==> config.mk <==
export PLATFORM = sky130hd
export DESIGN_NAME = cacheline_burst_adapter_flat
export DESIGN_NICKNAME = d
export VERILOG_FILES = /design/src/rtl/cacheline_burst_adapter_pkg.sv /design/src/rtl/cacheline_burst_adapter_if.sv /design/src/rtl/cacheline_burst_adapter.sv /design/src/flat_wrapper.sv
export SDC_FILE = /design/constraint.sdc
export NUM_CORES = 1
export LEC_CHECK = 0
export BUFFER_PORTS_ARGS = -buffer_cell sky130_fd_sc_hd__buf_2
export CAP_MARGIN = 5
export CORE_AREA = 2 2 275 277
export DETAILED_ROUTE_END_ITERATION = 10
export DIE_AREA = 0 0 277 279
export MAX_ROUTING_LAYER = met4
export SETUP_SLACK_MARGIN = 0.3
export SLEW_MARGIN = 15
export SYNTH_ARGS = -nofsm -noshare
export SYNTH_HDL_FRONTEND = slang
export SYNTH_SLANG_ARGS = --single-unit
==> constraint.sdc <==
create_clock -name clk -period 44.6 [get_ports clk]
set_input_delay 2.23 -clock clk [delete_from_list [all_inputs] [get_ports clk]]
set_output_delay 2.23 -clock clk [all_outputs]
set_load 0.01 [all_outputs]
==> src/rtl/cacheline_burst_adapter_pkg.sv <==
// Shared types and constants for the cacheline <-> 64-bit burst adapter.
package cacheline_burst_adapter_pkg;

  localparam int LINE_WIDTH  = 256;
  localparam int BURST_WIDTH = 64;
  localparam int ADDR_WIDTH  = 32;
  localparam int BURST_BEATS = LINE_WIDTH / BURST_WIDTH;
  localparam int OFFSET_BITS = $clog2(LINE_WIDTH / 8);

  typedef logic [LINE_WIDTH-1:0]          rv32i_cacheline;
  typedef logic [BURST_WIDTH-1:0]         rv32i_burst;
  typedef logic [ADDR_WIDTH-1:0]          rv32i_addr;
  typedef logic [$clog2(BURST_BEATS)-1:0] beat_cnt_t;

  typedef enum logic [1:0] {
    IDLE,
    RD_BURST,
    WR_BURST,
    DONE
  } adapter_state_t;

  function automatic rv32i_addr line_align(input rv32i_addr a);
    return {a[ADDR_WIDTH-1:OFFSET_BITS], {OFFSET_BITS{1'b0}}};
  endfunction

endpackage

==> src/rtl/cacheline_burst_adapter_if.sv <==
// Cache-side line port plus memory-side burst port of the adapter.
interface cacheline_burst_adapter_if;
  import cacheline_burst_adapter_pkg::*;

  rv32i_addr      line_addr_i;
  logic           line_read_i;
  logic           line_write_i;
  rv32i_cacheline line_wdata_i;
  rv32i_cacheline line_rdata_o;
  logic           line_resp_o;

  rv32i_addr      mem_addr_o;
  logic           mem_read_o;
  logic           mem_write_o;
  rv32i_burst     mem_wdata_o;
  rv32i_burst     mem_rdata_i;
  logic           mem_resp_i;

  // slave: the adapter itself; master: the cache + memory environment around it
  modport slave (
    input  line_addr_i, line_read_i, line_write_i, line_wdata_i, mem_rdata_i, mem_resp_i,
    output line_rdata_o, line_resp_o, mem_addr_o, mem_read_o, mem_write_o, mem_wdata_o
  );

  modport master (
    output line_addr_i, line_read_i, line_write_i, line_wdata_i, mem_rdata_i, mem_resp_i,
    input  line_rdata_o, line_resp_o, mem_addr_o, mem_read_o, mem_write_o, mem_wdata_o
  );

endinterface

==> src/rtl/cacheline_burst_adapter.sv <==
// Purpose: splits a 256-bit cacheline fill/writeback into four 64-bit memory beats and reassembles fills.
// Latency: 6 cycles minimum request->line_resp_o (accept, 4 beats, done pulse).
// Backpressure: mem_resp_i low stalls the burst; the cache holds its request until line_resp_o.
module cacheline_burst_adapter
  import cacheline_burst_adapter_pkg::*;
(
  input logic                      clk,
  input logic                      rst,
  cacheline_burst_adapter_if.slave bus
);

  adapter_state_t state_q, state_d;
  beat_cnt_t      cnt_q;
  rv32i_addr      addr_q;
  rv32i_cacheline wline_q;
  rv32i_cacheline rline_q;
  logic           last_beat;

  assign last_beat = bus.mem_resp_i && (cnt_q == beat_cnt_t'(BURST_BEATS - 1));

  always_ff @(posedge clk or posedge rst) begin
    if (rst) state_q <= IDLE;
    else     state_q <= state_d;
  end

  always_comb begin
    state_d = state_q;
    unique case (state_q)
      // writeback wins so a dirty victim leaves before its replacement is fetched
      IDLE: begin
        if (bus.line_write_i)     state_d = WR_BURST;
        else if (bus.line_read_i) state_d = RD_BURST;
      end
      RD_BURST: if (last_beat) state_d = DONE;
      WR_BURST: if (last_beat) state_d = DONE;
      DONE:     state_d = IDLE;
      default:  state_d = IDLE;
    endcase
  end

  always_ff @(posedge clk or posedge rst) begin
    if (rst) begin
      cnt_q   <= '0;
      addr_q  <= '0;
      wline_q <= '0;
      rline_q <= '0;
    end else begin
      unique case (state_q)
        IDLE: begin
          cnt_q <= '0;
          if (bus.line_write_i) begin
            addr_q  <= line_align(bus.line_addr_i);
            wline_q <= bus.line_wdata_i;
          end else if (bus.line_read_i) begin
            addr_q  <= line_align(bus.line_addr_i);
          end
        end
        RD_BURST: begin
          if (bus.mem_resp_i) begin
            rline_q[int'(cnt_q) * BURST_WIDTH +: BURST_WIDTH] <= bus.mem_rdata_i;
            cnt_q <= cnt_q + 1'b1;
          end
        end
        WR_BURST: begin
          if (bus.mem_resp_i) cnt_q <= cnt_q + 1'b1;
        end
        default: ;
      endcase
    end
  end

  // mem_* outputs depend only on registered state, never on the line_* inputs
  assign bus.mem_addr_o   = addr_q;
  assign bus.mem_read_o   = (state_q == RD_BURST);
  assign bus.mem_write_o  = (state_q == WR_BURST);
  assign bus.mem_wdata_o  = wline_q[int'(cnt_q) * BURST_WIDTH +: BURST_WIDTH];
  assign bus.line_resp_o  = (state_q == DONE);
  assign bus.line_rdata_o = rline_q;

endmodule

==> src/flat_wrapper.sv <==
// flat-port wrapper written by rule: the top's interface ports become plain ports
module cacheline_burst_adapter_flat import cacheline_burst_adapter_pkg::*;
  (clk, rst, bus_line_addr_i, bus_line_read_i, bus_line_write_i, bus_line_wdata_i, bus_mem_rdata_i, bus_mem_resp_i, bus_line_rdata_o, bus_line_resp_o, bus_mem_addr_o, bus_mem_read_o, bus_mem_write_o, bus_mem_wdata_o);
  cacheline_burst_adapter_if bus_i ();
  input logic clk;
  input logic rst;
  input wire logic [$bits(bus_i.line_addr_i)-1:0] bus_line_addr_i;
  input wire logic [$bits(bus_i.line_read_i)-1:0] bus_line_read_i;
  input wire logic [$bits(bus_i.line_write_i)-1:0] bus_line_write_i;
  input wire logic [$bits(bus_i.line_wdata_i)-1:0] bus_line_wdata_i;
  input wire logic [$bits(bus_i.mem_rdata_i)-1:0] bus_mem_rdata_i;
  input wire logic [$bits(bus_i.mem_resp_i)-1:0] bus_mem_resp_i;
  output wire logic [$bits(bus_i.line_rdata_o)-1:0] bus_line_rdata_o;
  output wire logic [$bits(bus_i.line_resp_o)-1:0] bus_line_resp_o;
  output wire logic [$bits(bus_i.mem_addr_o)-1:0] bus_mem_addr_o;
  output wire logic [$bits(bus_i.mem_read_o)-1:0] bus_mem_read_o;
  output wire logic [$bits(bus_i.mem_write_o)-1:0] bus_mem_write_o;
  output wire logic [$bits(bus_i.mem_wdata_o)-1:0] bus_mem_wdata_o;
  assign bus_i.line_addr_i = bus_line_addr_i;
  assign bus_i.line_read_i = bus_line_read_i;
  assign bus_i.line_write_i = bus_line_write_i;
  assign bus_i.line_wdata_i = bus_line_wdata_i;
  assign bus_i.mem_rdata_i = bus_mem_rdata_i;
  assign bus_i.mem_resp_i = bus_mem_resp_i;
  assign bus_line_rdata_o = bus_i.line_rdata_o;
  assign bus_line_resp_o = bus_i.line_resp_o;
  assign bus_mem_addr_o = bus_i.mem_addr_o;
  assign bus_mem_read_o = bus_i.mem_read_o;
  assign bus_mem_write_o = bus_i.mem_write_o;
  assign bus_mem_wdata_o = bus_i.mem_wdata_o;
  cacheline_burst_adapter u_core (.clk(clk), .rst(rst), .bus(bus_i));
endmodule
---- After elaboration in Yosys (flattened, before gate mapping) ----
Cells that the tools add are included.
word-level totals
  logic and storage cells ................. 36
  output and inout port bits .............. 355
  input bits .............................. 357
  flip-flop bits (word level) ............. 548
operators by class
  equality and inequality tests ........... 7
  $add $sub $neg .......................... 2
  reductions and logical operators ........ 10
  shift-type cells ........................ 3
  multiplexer cells ....................... 9
operator list
  kind                                                                       number
  256-bit bitwise mux                                                        1
  64-bit by 33-bit variable shift with 256-bit output, first input constant  1
  256-bit by 9-bit indexed part select with 64-bit output                    1
  64-bit by 33-bit indexed part select with 256-bit output                   1
  32-bit two-way mux                                                         2
  8-bit negation with 33-bit output                                          1
  2-bit AND reduction                                                        5
  2-bit two-way mux                                                          4
  2-bit == test, second input constant                                       3
  2-bit one-hot mux with 3 select lines                                      1
  2-bit by 1-bit != test with 1-bit output, second input constant            2
  2-bit one-hot mux with 2 select lines                                      1
  2-bit nonzero test                                                         2
  3-bit != test, second input constant                                       1
  2-bit by 1-bit adder with 2-bit output, second input constant              1
  2-bit by 1-bit == test with 1-bit output, second input constant            1
  2-bit logical NOT                                                          1
  2-bit OR reduction                                                         1
  1-bit logical AND                                                          1

---- Longest topological paths before layout ----
  word-level depth ........................ 4
  gate-level depth with buffers ........... 9
  depth with buffers taken out ............ 5

---- Worst setup path after synthesis ----
Ideal clock, no wire load.
  path type ............................... reg-to-output
  from .................................... register u_core.cnt_q[0]
  to ...................................... output bus_mem_wdata_o[56]
  setup slack ............................. 40770 ps
  stages on the path, launching flop included .. 5
  data arrival time ....................... 1600 ps
  buffers on the path ..................... 3
  cell sequence ........................... dfrtp_1 -> buf_2 -> buf_4 -> buf_2 -> mux4_2
between the ends
  cells in the longest elaborated chain, start to end .. 1
RTL lines
  item                                                     RTL line                       RTL
  from (decl)                                              cacheline_burst_adapter.sv:13  beat_cnt_t cnt_q;
  from (signal assigned)                                   cacheline_burst_adapter.sv:61  cnt_q <= cnt_q + 1'b1;
  from (signal assigned)                                   cacheline_burst_adapter.sv:65  if (bus.mem_resp_i) cnt_q <= cnt_q + 1'b1;
  256-bit by 9-bit indexed part select with 64-bit output  cacheline_burst_adapter.sv:76  assign bus.mem_wdata_o = wline_q[int'(cnt_q) * BURST_WIDTH +: BURST_WIDTH];
  to (decl)                                                flat_wrapper.sv:18             output wire logic [$bits(bus_i.mem_wdata_o)-1:0] bus_mem_wdata_o;
No other way between the ends.

==> qor.yml <==
outcome:
  status: "complete, no violations"
sta:
  rsz0062_at_grt: "no"
  min_period_over_period_pct: 12.60
  fin_skew_ns: 0.02110
  fmax_mhz: 177.9
  finalHoldViolations: 0
  drv_slew: 0
  whs_ns: 0.4753
  setup_viol_count_final: 0
  worstMarginPinSlew_ns: 1.094
  finalWorstSetupSlack_ns: 38.98
  setup_tns_ns: 0
  slew_headroom_pct: 27.06
  min_period_ns: 5.620
worst_setup_path:
  slowest_delay_ns: 0.86
  end_kind: "async pin"
  crit_top_cell: "buf_4"
  worstPathRequired_ns: 45.20
  reg2reg_depth: 6
  startpoint_type: "primary input"
  path_class: "primary input to async pin"
  cpMaxStageDelayCell: "buf_4"
  path_cells: "buf_2 -> inv_8 -> buf_4 -> buf_4 -> buf_4 -> buf_4"
  cp.arrival_ns: 6.22
  r2r_slack_ns: 40.83
  worstPathMaxFanout: 116
  critPathTopFamily: "buffers and inverters"
  rr_startpoint: "u_core.state_q[1]"
  cp_num_buf_inv: 6
  r2r-end: "u_core.wline_q[137]"
yosys:
  synthArstFlopShare_pct: 100.0
  yosysSeqAreaShare_pct: 62.86
  netlist.area_leader.share_pct: 62.86
  synth_cell_types: 30
  synth-warning-count: 0
  synth_largest_area_cell: "dfrtp_1"
  ys_top_cells_by_count: "dfrtp_1, mux2_2, a22o_1"
  syn-mean-instance-area_um2: 15.26
  syn_inst: 1417
  synth_flop_cell: "dfrtp_1"
  post-synth-top-count-cell: "dfrtp_1"
  synth_top_cells_by_area: "dfrtp_1, mux2_2, a22o_1"
  synth.cell_area_um2: 21620
  synth_edf_count: 0
  synth.ff_latch_count: 543
power:
  max-vdd-ir-drop_v: 0.00004264
  p_leak_nw: 13.79
  p_per_area_nw_per_um2: 74.30
drt:
  avgRoutedWirePerCell_um: 20.68
  firstDrtPassIters: 4
  ant_nets: 0
  drc: 0
  detail_route.iter0.violations: 761
  wl_mm: 64.75
  avgViaCountPerCell: 4.790
  num_vias: 15000
clocking:
  hold_buffers: 0
  numCtsBuffers: 59
  cts_resized: 0
  clk_pin_slew_ns: 0.06
  post_cts_buffers: 0
  cts_tree: "built"
  ctsRootBufferMaster: "clkbuf_16"
  cts_sinks: 543
  clk_latency_ns: 0.61
  clockBufferDepth: 3
  htree_num_levels: 2
cells_and_area:
  fill_cells: 7146
  seq_area_um2: 13600
  multi_input_area_um2: 7512
  drive_gt1_share_pct: 55.44
  area_growth_pct: 30.38
  final_util_pct: 38.05
  layout.nets: 2461
floorplan:
  rows: 100
  start_util_pct: 29.18
  die_w_um: 277
  top_level_ports: 712
  die_h_um: 279
  die_area_um2: 77280
  core_um2: 74070
worst_hold_path:
  hold_class: "flop to flop"
  hold_depth: 2
  holdCritStartpoint: "u_core.bus.line_rdata_o[126]"
  worstHoldEndpoint: "u_core.bus.line_rdata_o[126]"
global_routing:
  grt_max_degree: 171
  antenna_found_initial: 21
  grt_pass1_wl_mm: 99.23
  grt_pass1_vias: 16330
  grt_usage_pct: 16.93
  grt_overflow_total: 0
run:
  max_cap_violations: 0
place:
  portBuffers: 701
  hpwlAfterDp_mm: 45.87
  place.gp.congestion: 0.8276
  pre_cts_ws_ns: 38.11
-- metal layers --
metal | share of wire (%) | GRT usage, %
met1 | 39 | 19.63
met2 | 49 | 27.86
met3 | 8.2 | 5.046
met4 | 3.4 | 6.187
met5 | 0 | -
-- registers in the layout (all words and copies together), names as in the netlist --
| name | flops |
|---|---|
| u_core.bus.line_rdata_o | 256 |
| u_core.wline_q | 256 |
| u_core.bus.mem_addr_o | 27 |
| u_core.cnt_q | 2 |
| u_core.state_q | 2 |
-- kinds of logic after synthesis --
group,count (synthesis),synth area share (%)
AO/OA/AOI/OAI,264,9.637
multiplexers,348,21.46
other,1,0.01735
buffers and inverters,113,2.697
AND/OR/NAND/NOR,139,2.807
adder cells (fa/ha/maj),9,0.5209
flip-flops,543,62.86
-- worst reg2reg max path, delay by kind of cell, from the launching register on --
| family | cells | cell delay, ns |
|---|---|---|
| adders and majority gates | 1 | 0.36 |
| and+or+nand+nor | 1 | 0.57 |
| DFF | 1 | 0.41 |
| muxes | 1 | 0.51 |
| buffers and inverters | 3 | 1.79 |
-- area by class of cell --
class / count / share of cell area (%)
Clock buffer: 79 / 6.078
Multi-Input combinational cell: 765 / 26.65
Inverter: 6 / 0.1065
Clock inverter: 30 / 1.452
Antenna cell: 19 / 0.1687
Tap cell: 969 / 4.302
Sequential cell: 543 / 48.24
Timing Repair Buffer: 720 / 13.00
-- stage by stage --
stage	area, µm²	cells	power, mW
2_1_floorplan	21630	1421	1.282
3_3_place_gp	26010	3003	1.557
3_5_place_dp	26010	3003	1.588
4_1_cts	28140	3112	2.121
5_1_grt	28180	3131	2.213
6_report	28180	3131	2.094
-- report_power, final --
group          total, mW  switching [mW]  internal (mW)
registers          0.830           0.123          0.707
logic              0.740           0.350          0.390
clock network      0.524           0.203          0.321
-- cells in the final DEF (no fill, tap or decap), types with 5 or more instances in the layout --
cell type and n:
nand2_1 119, clkinv_2 13, a22o_1 199, ha_1 9, buf_2 701, mux2_2 284
dfrtp_1 541, bufinv_16 9, clkbuf_16 60, diode_2 19, buf_4 18, inv_1 5
clkbuf_8 14, mux4_2 64, clkbuf_1 5, conb_1 5, o21ai_0 59
-- worst max path at each step --
stage | depth (start not counted) | endpoint | slack, ns | startpoint
6_report | 6 | u_core.wline_q[126] | 38.98 | rst
5_1_grt | 6 | u_core.wline_q[118] | 38.29 | rst
4_1_cts | 6 | u_core.wline_q[118] | 38.78 | rst
3_5_place_dp | 6 | u_core.wline_q[126] | 38.11 | rst
3_3_place_gp | 6 | u_core.wline_q[118] | 38.29 | rst
2_1_floorplan | 1 | u_core.bus.line_rdata_o[0] | 27.19 | rst
No activity file was read; power rests on OpenSTA's default activity.
